**config.mk**
```make
export PLATFORM = sky130hd
export DESIGN_NAME = pipelined_tree_comparator
export DESIGN_NICKNAME = d
export VERILOG_FILES = /design/src/rtl/tree_cmp_pkg.sv /design/src/rtl/cmp_tree_node.sv /design/src/rtl/pipelined_tree_comparator.sv
export SDC_FILE = /design/constraint.sdc
export NUM_CORES = 1
export LEC_CHECK = 0
export CAP_MARGIN = 0
export CORE_MARGIN = 10
export CORE_UTILIZATION = 46
export DETAILED_ROUTE_END_ITERATION = 10
export PLACE_DENSITY = 0.76
export SYNTH_ARGS = -nofsm -noshare
export SYNTH_HDL_FRONTEND = slang
export SYNTH_HIERARCHICAL = 1
export SYNTH_SLANG_ARGS = --single-unit
```
**constraint.sdc**
```tcl
create_clock -name clk -period 1.1 [get_ports clk]
set_input_delay 0.165 -clock clk [delete_from_list [all_inputs] [get_ports clk]]
set_output_delay 0.165 -clock clk [all_outputs]
set_load 0.01 [all_outputs]
```
**src/rtl/tree_cmp_pkg.sv**
```systemverilog
// Shared types and helpers for the pipelined magnitude comparator tree.
package tree_cmp_pkg;

    typedef struct packed {
        logic g;
        logic l;
    } cmp_pair_t;

    // Higher-significance pair dominates; the lower pair decides only on a tie.
    function automatic cmp_pair_t cmp_merge(cmp_pair_t hi, cmp_pair_t lo);
        cmp_pair_t r;
        r.g = hi.g | (~hi.l & lo.g);
        r.l = hi.l | (~hi.g & lo.l);
        return r;
    endfunction

    // First flat index of tree level k (k >= 1) when levels are packed back to back.
    function automatic int unsigned lvl_offset(int unsigned width, int unsigned k);
        return width - (width >> (k - 1));
    endfunction

endpackage

```
**src/rtl/cmp_tree_node.sv**
```systemverilog
// Combinational merge node: folds a high/low compare pair into one.
module cmp_tree_node
    import tree_cmp_pkg::*;
(
    input  cmp_pair_t hi,
    input  cmp_pair_t lo,
    output cmp_pair_t y
);

    assign y = cmp_merge(hi, lo);

endmodule

```
**src/rtl/pipelined_tree_comparator.sv**
```systemverilog
// Pipelined signed/unsigned magnitude comparator: one registered merge level per
// tree level, global-stall flow control.
module pipelined_tree_comparator
    import tree_cmp_pkg::*;
#(
    parameter  int unsigned WIDTH  = 16,
    localparam int unsigned LEVELS = $clog2(WIDTH)
) (
    input  logic             clk,
    input  logic             rst_n,
    input  logic             in_valid,
    output logic             in_ready,
    input  logic [WIDTH-1:0] a,
    input  logic [WIDTH-1:0] b,
    input  logic             signed_mode,
    output logic             out_valid,
    input  logic             out_ready,
    output logic             gt,
    output logic             lt,
    output logic             eq
);

    localparam int unsigned NODES = WIDTH - 1;

    if (WIDTH < 2 || (WIDTH & (WIDTH - 1)) != 0) begin : g_bad_width
        $error("pipelined_tree_comparator: WIDTH must be a power of two >= 2");
    end

    cmp_pair_t             leaf_c  [WIDTH];
    cmp_pair_t             node_c  [NODES];
    cmp_pair_t             stage_q [NODES];
    logic      [LEVELS-1:0] vld_q;
    logic                   adv;

    // Leaf pairs; the sign bit swaps roles in two's-complement mode.
    for (genvar i = 0; i < WIDTH; i++) begin : g_leaf
        if (i == WIDTH - 1) begin : g_msb
            assign leaf_c[i] = signed_mode ? '{g: ~a[i] & b[i],  l: a[i] & ~b[i]}
                                           : '{g: a[i] & ~b[i],  l: ~a[i] & b[i]};
        end else begin : g_lsb
            assign leaf_c[i] = '{g: a[i] & ~b[i], l: ~a[i] & b[i]};
        end
    end

    // Level k merges the previous level (leaves for k=1) into WIDTH>>k pairs.
    for (genvar k = 1; k <= LEVELS; k++) begin : g_lvl
        localparam int unsigned N   = WIDTH >> k;
        localparam int unsigned OFF = lvl_offset(WIDTH, k);
        for (genvar j = 0; j < N; j++) begin : g_node
            cmp_pair_t hi_c;
            cmp_pair_t lo_c;
            cmp_pair_t y_c;
            if (k == 1) begin : g_from_leaf
                assign hi_c = leaf_c[2*j+1];
                assign lo_c = leaf_c[2*j];
            end else begin : g_from_stage
                localparam int unsigned SRC = lvl_offset(WIDTH, k - 1);
                assign hi_c = stage_q[SRC+2*j+1];
                assign lo_c = stage_q[SRC+2*j];
            end
            cmp_tree_node u_node (
                .hi (hi_c),
                .lo (lo_c),
                .y  (y_c)
            );
            assign node_c[OFF+j] = y_c;
        end
    end

    assign adv      = out_ready | ~out_valid;
    assign in_ready = adv;

    // Whole pipeline moves or holds as one; bubbles travel with their slot.
    always_ff @(posedge clk or negedge rst_n) begin
        if (!rst_n) begin
            stage_q <= '{default: '0};
            vld_q   <= '0;
        end else if (adv) begin
            stage_q <= node_c;
            vld_q   <= (vld_q << 1) | LEVELS'(in_valid);
        end
    end

    assign out_valid = vld_q[LEVELS-1];
    assign gt        = stage_q[NODES-1].g;
    assign lt        = stage_q[NODES-1].l;
    assign eq        = ~stage_q[NODES-1].g & ~stage_q[NODES-1].l;

endmodule

```
==> flow_summary.json, run 1 <==
{
  "diodes": 0,
  "die_y_um": 85.0,
  "fmax_mhz": 871,
  "mostFrequentLayoutCells": "dfrtp_1, mux2_4, clkdlybuf4s50_1, nor2b_1, inv_1",
  "drt-initial-drc-count": 33,
  "worst_pin_slew_ns": 0.167,
  "setup_ws_ns": -0.0481,
  "clk_pin_slew_ns": 0.06,
  "finalWeightedCongestion": 0.729,
  "drt-wirelength-per-cell_um": 11.4,
  "peakVddDrop_uv": 664,
  "yosysSeqAreaShare_pct": 43.8,
  "ys_ff_latch": 34,
  "io_pins": 42,
  "grt_pass1_vias": 1311,
  "path_class": "reg2reg",
  "dr.pass1.iters": 4,
  "grt_max_degree": 35,
  "slew_violations": 0,
  "clock_path_buffers": 2,
  "yosys_warnings": 6,
  "cp.required_ns": 1.26,
  "via_count": 1246,
  "die_w_um": 85.0,
  "finalCritPeriodShare_pct": 104,
  "die_area_um2": 7220,
  "period_needed_ns": 1.15,
  "finalSetupTns_ns": -0.958,
  "io_buffers": 41,
  "final-setup-viol-count": 35,
  "final_util_pct": 62.6,
  "violations": "setup timing",
  "multi_input_area_um2": 935,
  "dpl_cell_area_um2": 2410,
  "critPathTopFamily": "flip-flops",
  "power.leakage_nw": 1.29,
  "worst-path-max-fanout": 11,
  "track_usage_pct": 8.72,
  "powerDensity_nw_per_um2": 1890,
  "cts-root-buf": "clkbuf_8",
  "cp_cell_sequence": "nand2b_4 > clkbuf_16 > mux2_4",
  "ff_latch_area_um2": 851,
  "avgViaCountPerCell": 4.63,
  "row_count": 23,
  "hpwlAfterDp_um": 2350,
  "timing_hold_violations_final": 0,
  "start_util_pct": 47.9,
  "ys_types": 13,
  "slowest_delay_ns": 0.40,
  "final_area_um2": 2540,
  "drc_errors": 0,
  "start_kind": "register",
  "h-tree-depth": 2,
  "critPathArrivalTime_ns": 1.31,
  "routed_wl_um": 3080,
  "cp-end-kind": "register",
  "cts_tree": "built",
  "rsz0062_at_grt": "yes",
  "status": "finished with violations",
  "cp_slowest_cell": "dfrtp_1",
  "drive_above_1_share_pct": 23.3,
  "power_mw": 4.79,
  "area_delta_synth_final_pct": 30.7,
  "syn-num-nets": 205,
  "critPathBufInv": 1,
  "fillers": 335,
  "grt_pass1_wl_um": 5290,
  "numCtsBuffers": 5,
  "skew_ns": 0.00487,
  "antenna_found_initial": 0,
  "cts.sinks": 34,
  "syn_area_per_cell_um2": 11.6,
  "nets": 256,
  "timing.hold.ws_ns": 0.369,
  "syn_inst": 168,
  "syn_area_um2": 1940,
  "hold_class": "in2async",
  "postRouteAntennaNets": 0,
  "final_common_cell": "dfrtp_1",
  "core-area_um2": 4060,
  "cap_violations": 0,
  "clk_latency_ns": 0.28,
  "grt-ovfl-total": 0,
  "relSlewSlack_pct": 88.6
}
-- kinds of logic (layout without fill, tap and decap cells) --
logic type,count (synthesis),count (layout),synth area share (%)
AO/OA/AOI/OAI,30,30,9.66
multiplexers,35,35,25.6
flip-flops,34,34,43.8
buffers and inverters,34,85,9.47
AND/OR/NAND/NOR,35,35,11.5
-- worst paths after layout --
| path | cells past startpoint | slack, ns | end | start |
|---|---|---|---|---|
| max in group asynchronous | 3 | 0.55 | g_lvl[2].g_node[1].lo_c[1]$_DFFE_PN0P_ | rst_n |
| worst max-delay path | 3 | -0.05 | g_lvl[2].g_node[2].lo_c[0]$_DFFE_PN0P_ | vld_q[3]$_DFFE_PN0P_ |
| worst min-delay path | 3 | 0.37 | vld_q[3]$_DFFE_PN0P_ | rst_n |
| min in group clk | 1 | 0.48 | vld_q[3]$_DFFE_PN0P_ | vld_q[2]$_DFFE_PN0P_ |
| worst max register to register | 3 | -0.05 | g_lvl[2].g_node[2].lo_c[0]$_DFFE_PN0P_ | vld_q[3]$_DFFE_PN0P_ |
| worst min register to register | 1 | 0.48 | vld_q[3]$_DFFE_PN0P_ | vld_q[2]$_DFFE_PN0P_ |
-- state kept, by name, summed over array words and instances, names as in the netlist --
name	cells
vld_q	4
gt	1
g_lvl.g_node.lo_c	14
lt	1
g_lvl.g_node.hi_c	14
-- cell usage after synthesis (all sizes together) --
| master | count | area [um2] |
|---|---|---|
| inv | 30 | 113 |
| a21o | 15 | 113 |
| mux2i | 2 | 20.0 |
| buf | 4 | 71.3 |
| mux2 | 33 | 477 |
| o21ai | 15 | 75.1 |
| nor2b | 30 | 188 |
| dfrtp | 34 | 851 |
| nor2 | 1 | 3.75 |
| nand2b | 4 | 32.5 |
-- per-stage QoR --
step,setup WS (ns),instances
global placement,-0.385,260
detailed placement,-0.391,260
finish,-0.0481,269
CTS,-0.0588,268
floorplan,-0.0929,168
global route,-0.0855,269
-- repair_timing --
item	in CTS	in global routing
hold endpoints to repair	34	0
gates resized for setup	25	3
pin swaps	0	0
buffers inserted	0	0
cloned	0	1
setup endpoints to repair	33	38
hold buffers	1	0
-- worst reg2reg max path: cells and delay by family (launching register included) --
family | cells | cell delay (ns)
AND/OR/NAND/NOR | 1 | 0.13
multiplexers | 1 | 0.30
buffers and inverters | 1 | 0.20
flip-flops | 1 | 0.40
-- layer usage --
layer | track usage (%) | part of all wire (%)
met5 | 0 | 0
met1 | 9.26 | 45
met4 | 4.94 | 1.9
met2 | 14.9 | 48
met3 | 2.68 | 5.1
-- power by group --
group	switching, mW	internal [mW]
Combinational	0.622	1.32
Sequential	0.297	1.73
Clock	0.386	0.435
-- cell type report --
type	instances	share of cell area (%)
multi-input cells	100	36.8
clock buffers	7	3.00
repair buffers	48	19.8
well taps	50	2.46
flip-flops and latches	34	33.5
inverters	30	4.43
No activity file was read; power rests on OpenSTA's default activity.
==> inputs of run 2 (changes only) <==
--- a/config.mk
+++ b/config.mk
@@ -10,7 +10,9 @@
 export CORE_UTILIZATION = 46
 export DETAILED_ROUTE_END_ITERATION = 10
 export PLACE_DENSITY = 0.76
+export SLEW_MARGIN = 0
 export SYNTH_ARGS = -nofsm -noshare
 export SYNTH_HDL_FRONTEND = slang
 export SYNTH_HIERARCHICAL = 1
 export SYNTH_SLANG_ARGS = --single-unit
+export TNS_END_PERCENT = 30
==> flow_summary.json, run 2 (same netlist as run 1, synthesis figures left out) <==
{
  "antenna_found_initial": 0,
  "final-setup-viol-count": 35,
  "routed_wl_um": 3080,
  "avgViaCountPerCell": 4.67,
  "finalSetupTns_ns": -0.904,
  "nets": 256,
  "power.leakage_nw": 1.29,
  "timing_hold_violations_final": 0,
  "row_count": 23,
  "dpl.cell_count": 260,
  "hpwlAfterDp_um": 2350,
  "dr.pass1.iters": 4,
  "power_mw": 4.78,
  "timing.hold.ws_ns": 0.372,
  "h-tree-depth": 2,
  "drt-wirelength-per-cell_um": 11.4,
  "postRouteAntennaNets": 0,
  "worst-path-max-fanout": 11,
  "grt_pass1_vias": 1309,
  "core-area_um2": 4060,
  "drc_errors": 0,
  "relSlewSlack_pct": 88.6,
  "setup_ws_ns": -0.0463,
  "powerDensity_nw_per_um2": 1880,
  "cts-root-buf": "clkbuf_8",
  "path_class": "reg2reg",
  "fillers": 335,
  "r2r_slack_ns": -0.05,
  "dp_worst_setup_slack_ns": -0.391,
  "dpl_cell_area_um2": 2410,
  "finalWeightedCongestion": 0.729,
  "hold_class": "in2async",
  "via_count": 1256,
  "die_y_um": 85.0,
  "numCtsBuffers": 5,
  "violations": "setup timing",
  "drive_above_1_share_pct": 23.3,
  "track_usage_pct": 8.72,
  "slew_violations": 0,
  "multi_input_area_um2": 935,
  "finalCritPeriodShare_pct": 104,
  "rsz0062_at_grt": "yes",
  "clock_path_buffers": 2,
  "drt-initial-drc-count": 37,
  "grt_pass1_wl_um": 5290,
  "final_common_cell": "dfrtp_1",
  "cts_tree": "built",
  "skew_ns": 0.00421,
  "peakVddDrop_uv": 670,
  "die_w_um": 85.0,
  "mostFrequentLayoutCells": "dfrtp_1, mux2_4, clkdlybuf4s50_1, nor2b_1, inv_1",
  "status": "finished with violations",
  "io_buffers": 41,
  "start_kind": "register",
  "fmax_mhz": 872,
  "cp-end-kind": "register",
  "cp.required_ns": 1.26,
  "stdcell_count": 269,
  "start_util_pct": 47.9,
  "final_util_pct": 62.5,
  "final_area_um2": 2540,
  "period_needed_ns": 1.15,
  "clk_latency_ns": 0.28,
  "clk_pin_slew_ns": 0.06,
  "diodes": 0,
  "cts.sinks": 34,
  "area_delta_synth_final_pct": 30.5,
  "worst_pin_slew_ns": 0.167,
  "ff_latch_area_um2": 851,
  "grt_max_degree": 35,
  "grt-ovfl-total": 0,
  "critPathArrivalTime_ns": 1.31,
  "die_area_um2": 7220,
  "io_pins": 42,
  "cap_violations": 0
}
[run 2: timing repair]
action / in CTS / in global routing
endpoints found under the hold margin: 34 / 0
setup endpoints to repair: 33 / 38
pin swaps: 0 / 0
resized for setup: 25 / 2
hold buffers: 1 / 0
buffers inserted: 0 / 0
cloned: 0 / 1
[run 2: layout make-up]
cell class | instances | area share (%)
tap | 50 | 2.47
clock buffer | 7 | 3.01
sequential | 34 | 33.5
multi-input combinational | 100 | 36.9
timing repair buffer | 48 | 19.7
inverter | 30 | 4.44
[run 2: power breakdown]
part	switching (mW)	leakage [nW]	internal (mW)
Clock	0.389	0.0383	0.435
Combinational	0.621	0.854	1.31
Sequential	0.292	0.397	1.73
[run 2: worst max-delay path, cell delays in order (launching register included)]
cell and delay [ns]:
dfrtp_1 0.40, nand2b_4 0.13, clkbuf_16 0.19, mux2_4 0.30
[run 2: per-layer routing]
metal	global-route usage [%]	vias to the layer above	share of wire (%)
met5	0	-	0
met4	4.94	0	2.0
met3	2.68	6	5.1
met2	14.9	27	48
met1	9.26	571	45
li1	-	652	-
[run 2: path summary, 6_finish.rpt]
check                                     start                                      to  cells after the start
max                        vld_q[3]$_DFFE_PN0P_  g_lvl[2].g_node[2].lo_c[0]$_DFFE_PN0P_                      3
min                                       rst_n                    vld_q[3]$_DFFE_PN0P_                      3
max reg2reg                vld_q[3]$_DFFE_PN0P_  g_lvl[2].g_node[2].lo_c[0]$_DFFE_PN0P_                      3
min reg2reg                vld_q[2]$_DFFE_PN0P_                    vld_q[3]$_DFFE_PN0P_                      1
max in group asynchronous                 rst_n  g_lvl[2].g_node[2].lo_c[0]$_DFFE_PN0P_                      3
min in group clk           vld_q[2]$_DFFE_PN0P_                    vld_q[3]$_DFFE_PN0P_                      1
==> inputs of run 3 (changes only) <==
--- a/config.mk
+++ b/config.mk
@@ -10,6 +10,7 @@
 export CORE_UTILIZATION = 46
 export DETAILED_ROUTE_END_ITERATION = 10
 export PLACE_DENSITY = 0.76
+export SETUP_SLACK_MARGIN = 0.15
 export SLEW_MARGIN = 0
 export SYNTH_ARGS = -nofsm -noshare
 export SYNTH_HDL_FRONTEND = slang
==> flow_summary.json, run 3 (same netlist as run 1, synthesis figures left out) <==
{
  "worst_pin_slew_ns": 0.167,
  "slowest_delay_ns": 0.40,
  "h-tree-depth": 2,
  "cp_slowest_cell": "dfrtp_1",
  "die_area_um2": 7220,
  "path_class": "reg2reg",
  "critPathTopFamily": "flip-flops",
  "io_buffers": 41,
  "cp-end-kind": "register",
  "start_kind": "register",
  "grt_pass1_vias": 1316,
  "cts_tree": "built",
  "final_area_um2": 2550,
  "rsz0062_at_grt": "yes",
  "timing_hold_violations_final": 0,
  "met2_length_um": 1480,
  "die_w_um": 85.0,
  "mostFrequentLayoutCells": "dfrtp_1, mux2_4, clkdlybuf4s50_1, nor2b_1, inv_1",
  "grt_pass1_wl_um": 5330,
  "topRoutingLayerUsed": "met4",
  "crit-reg2reg-launch": "vld_q[3]$_DFFE_PN0P_",
  "powerDensity_nw_per_um2": 1890,
  "routed_wl_um": 3090,
  "dr.pass1.iters": 4,
  "r2r-end": "g_lvl[2].g_node[2].lo_c[0]$_DFFE_PN0P_",
  "final-setup-viol-count": 35,
  "clk_latency_ns": 0.28,
  "drt-wirelength-per-cell_um": 11.4,
  "setup_ws_ns": -0.0454,
  "cp_cell_sequence": "nand2b_4 > clkbuf_16 > mux2_4",
  "diodes": 0,
  "antenna_found_initial": 0,
  "grt_max_degree": 35,
  "nets": 257,
  "period_needed_ns": 1.15,
  "status": "finished with violations",
  "cap_violations": 0,
  "worst-path-max-fanout": 11,
  "power.leakage_nw": 1.29,
  "slew_violations": 0,
  "critPathBufInv": 1,
  "grt-ovfl-total": 0,
  "cp.required_ns": 1.26,
  "finalWeightedCongestion": 0.729,
  "peakVddDrop_uv": 671,
  "clk_pin_slew_ns": 0.06,
  "r2r_slack_ns": -0.05,
  "finalCritPeriodShare_pct": 104,
  "start_util_pct": 47.9,
  "core-area_um2": 4060,
  "skew_ns": 0.00417,
  "dpl_cell_area_um2": 2410,
  "io_pins": 42,
  "drt-initial-drc-count": 36,
  "hpwlAfterDp_um": 2350,
  "critPathArrivalTime_ns": 1.31,
  "cts.sinks": 34,
  "clock_path_buffers": 2,
  "wl_met1_um": 1390,
  "final_common_cell": "dfrtp_1",
  "drive_above_1_share_pct": 23.6,
  "track_usage_pct": 8.77,
  "numCtsBuffers": 5,
  "fmax_mhz": 873,
  "die_y_um": 85.0,
  "cts-root-buf": "clkbuf_8",
  "area_delta_synth_final_pct": 31.1,
  "row_count": 23,
  "drc_errors": 0,
  "relSlewSlack_pct": 88.6,
  "postRouteAntennaNets": 0,
  "violations": "setup timing",
  "timing.hold.ws_ns": 0.372,
  "avgViaCountPerCell": 4.68,
  "r2r_cells": 3,
  "hold_class": "in2async",
  "via_count": 1263,
  "dr_wl_met3_um": 156
}
## run 3: cell count changes in the layout (fill, tap and decap cells not counted)
cell / delta
buf_2: +1
buf_6: +1
clkbuf_2: -1
## run 3: per-layer routing
metal	track usage, %	up-vias
li1	-	654
met1	9.38	576
met2	15.0	27
met3	2.68	6
met4	4.94	0
met5	0	-
## run 3: report_power, final
group / leakage, nW / switching (mW) / internal [mW] / total, mW
clock: 0.0383 / 0.390 / 0.435 / 0.824
sequential: 0.397 / 0.295 / 1.73 / 2.03
combinational: 0.859 / 0.625 / 1.34 / 1.96
## run 3: area by class of cell
class | count | area (um2)
clock buffer | 7 | 76.3
inverter | 30 | 113
fill | 333 | 1510
sequential | 34 | 851
tap | 50 | 62.6
timing repair buffer | 49 | 510
multi-input combinational | 100 | 935
## run 3: timing repair
item / CTS / global route
hold buffers: 1 / 0
endpoints found under the hold margin: 34 / 0
gates cloned: 0 / 1
resized for setup: 28 / 1
endpoints found under the setup margin: 38 / 38
setup buffers: 1 / 0
## run 3: tightest hold or removal path, stage by stage
cell and delay, ns:
dlygate4sd3_1 0.52, buf_2 0.12, buf_12 0.20
## run 3: how the worst max path moves through the flow
stage	startpoint	to	slack (ns)	cells past startpoint
after floorplan	vld_q[3]$_DFFE_PN0P_	g_lvl[2].g_node[0].hi_c[1]$_DFFE_PN0P_	-0.09	4
after global placement	out_ready	in_ready	-0.39	3
after detailed placement	out_ready	in_ready	-0.39	3
after CTS	vld_q[3]$_DFFE_PN0P_	g_lvl[2].g_node[0].hi_c[1]$_DFFE_PN0P_	-0.06	3
after global routing	vld_q[3]$_DFFE_PN0P_	out_valid	-0.09	1
final	vld_q[3]$_DFFE_PN0P_	g_lvl[2].g_node[2].lo_c[0]$_DFFE_PN0P_	-0.05	3
## run 3: stage by stage
step	std cells	setup TNS, ns	worst slack [ns]	utilization (%)	power [mW]
floorplan	168	-2.57	-0.0929	-	3.40
finish	270	-0.882	-0.0454	62.8	4.81
global placement	260	-10.34	-0.385	59.5	3.83
global route	270	-2.45	-0.0855	62.8	5.14
detailed placement	260	-10.78	-0.391	59.5	3.89
CTS	269	-1.14	-0.0588	62.1	4.80
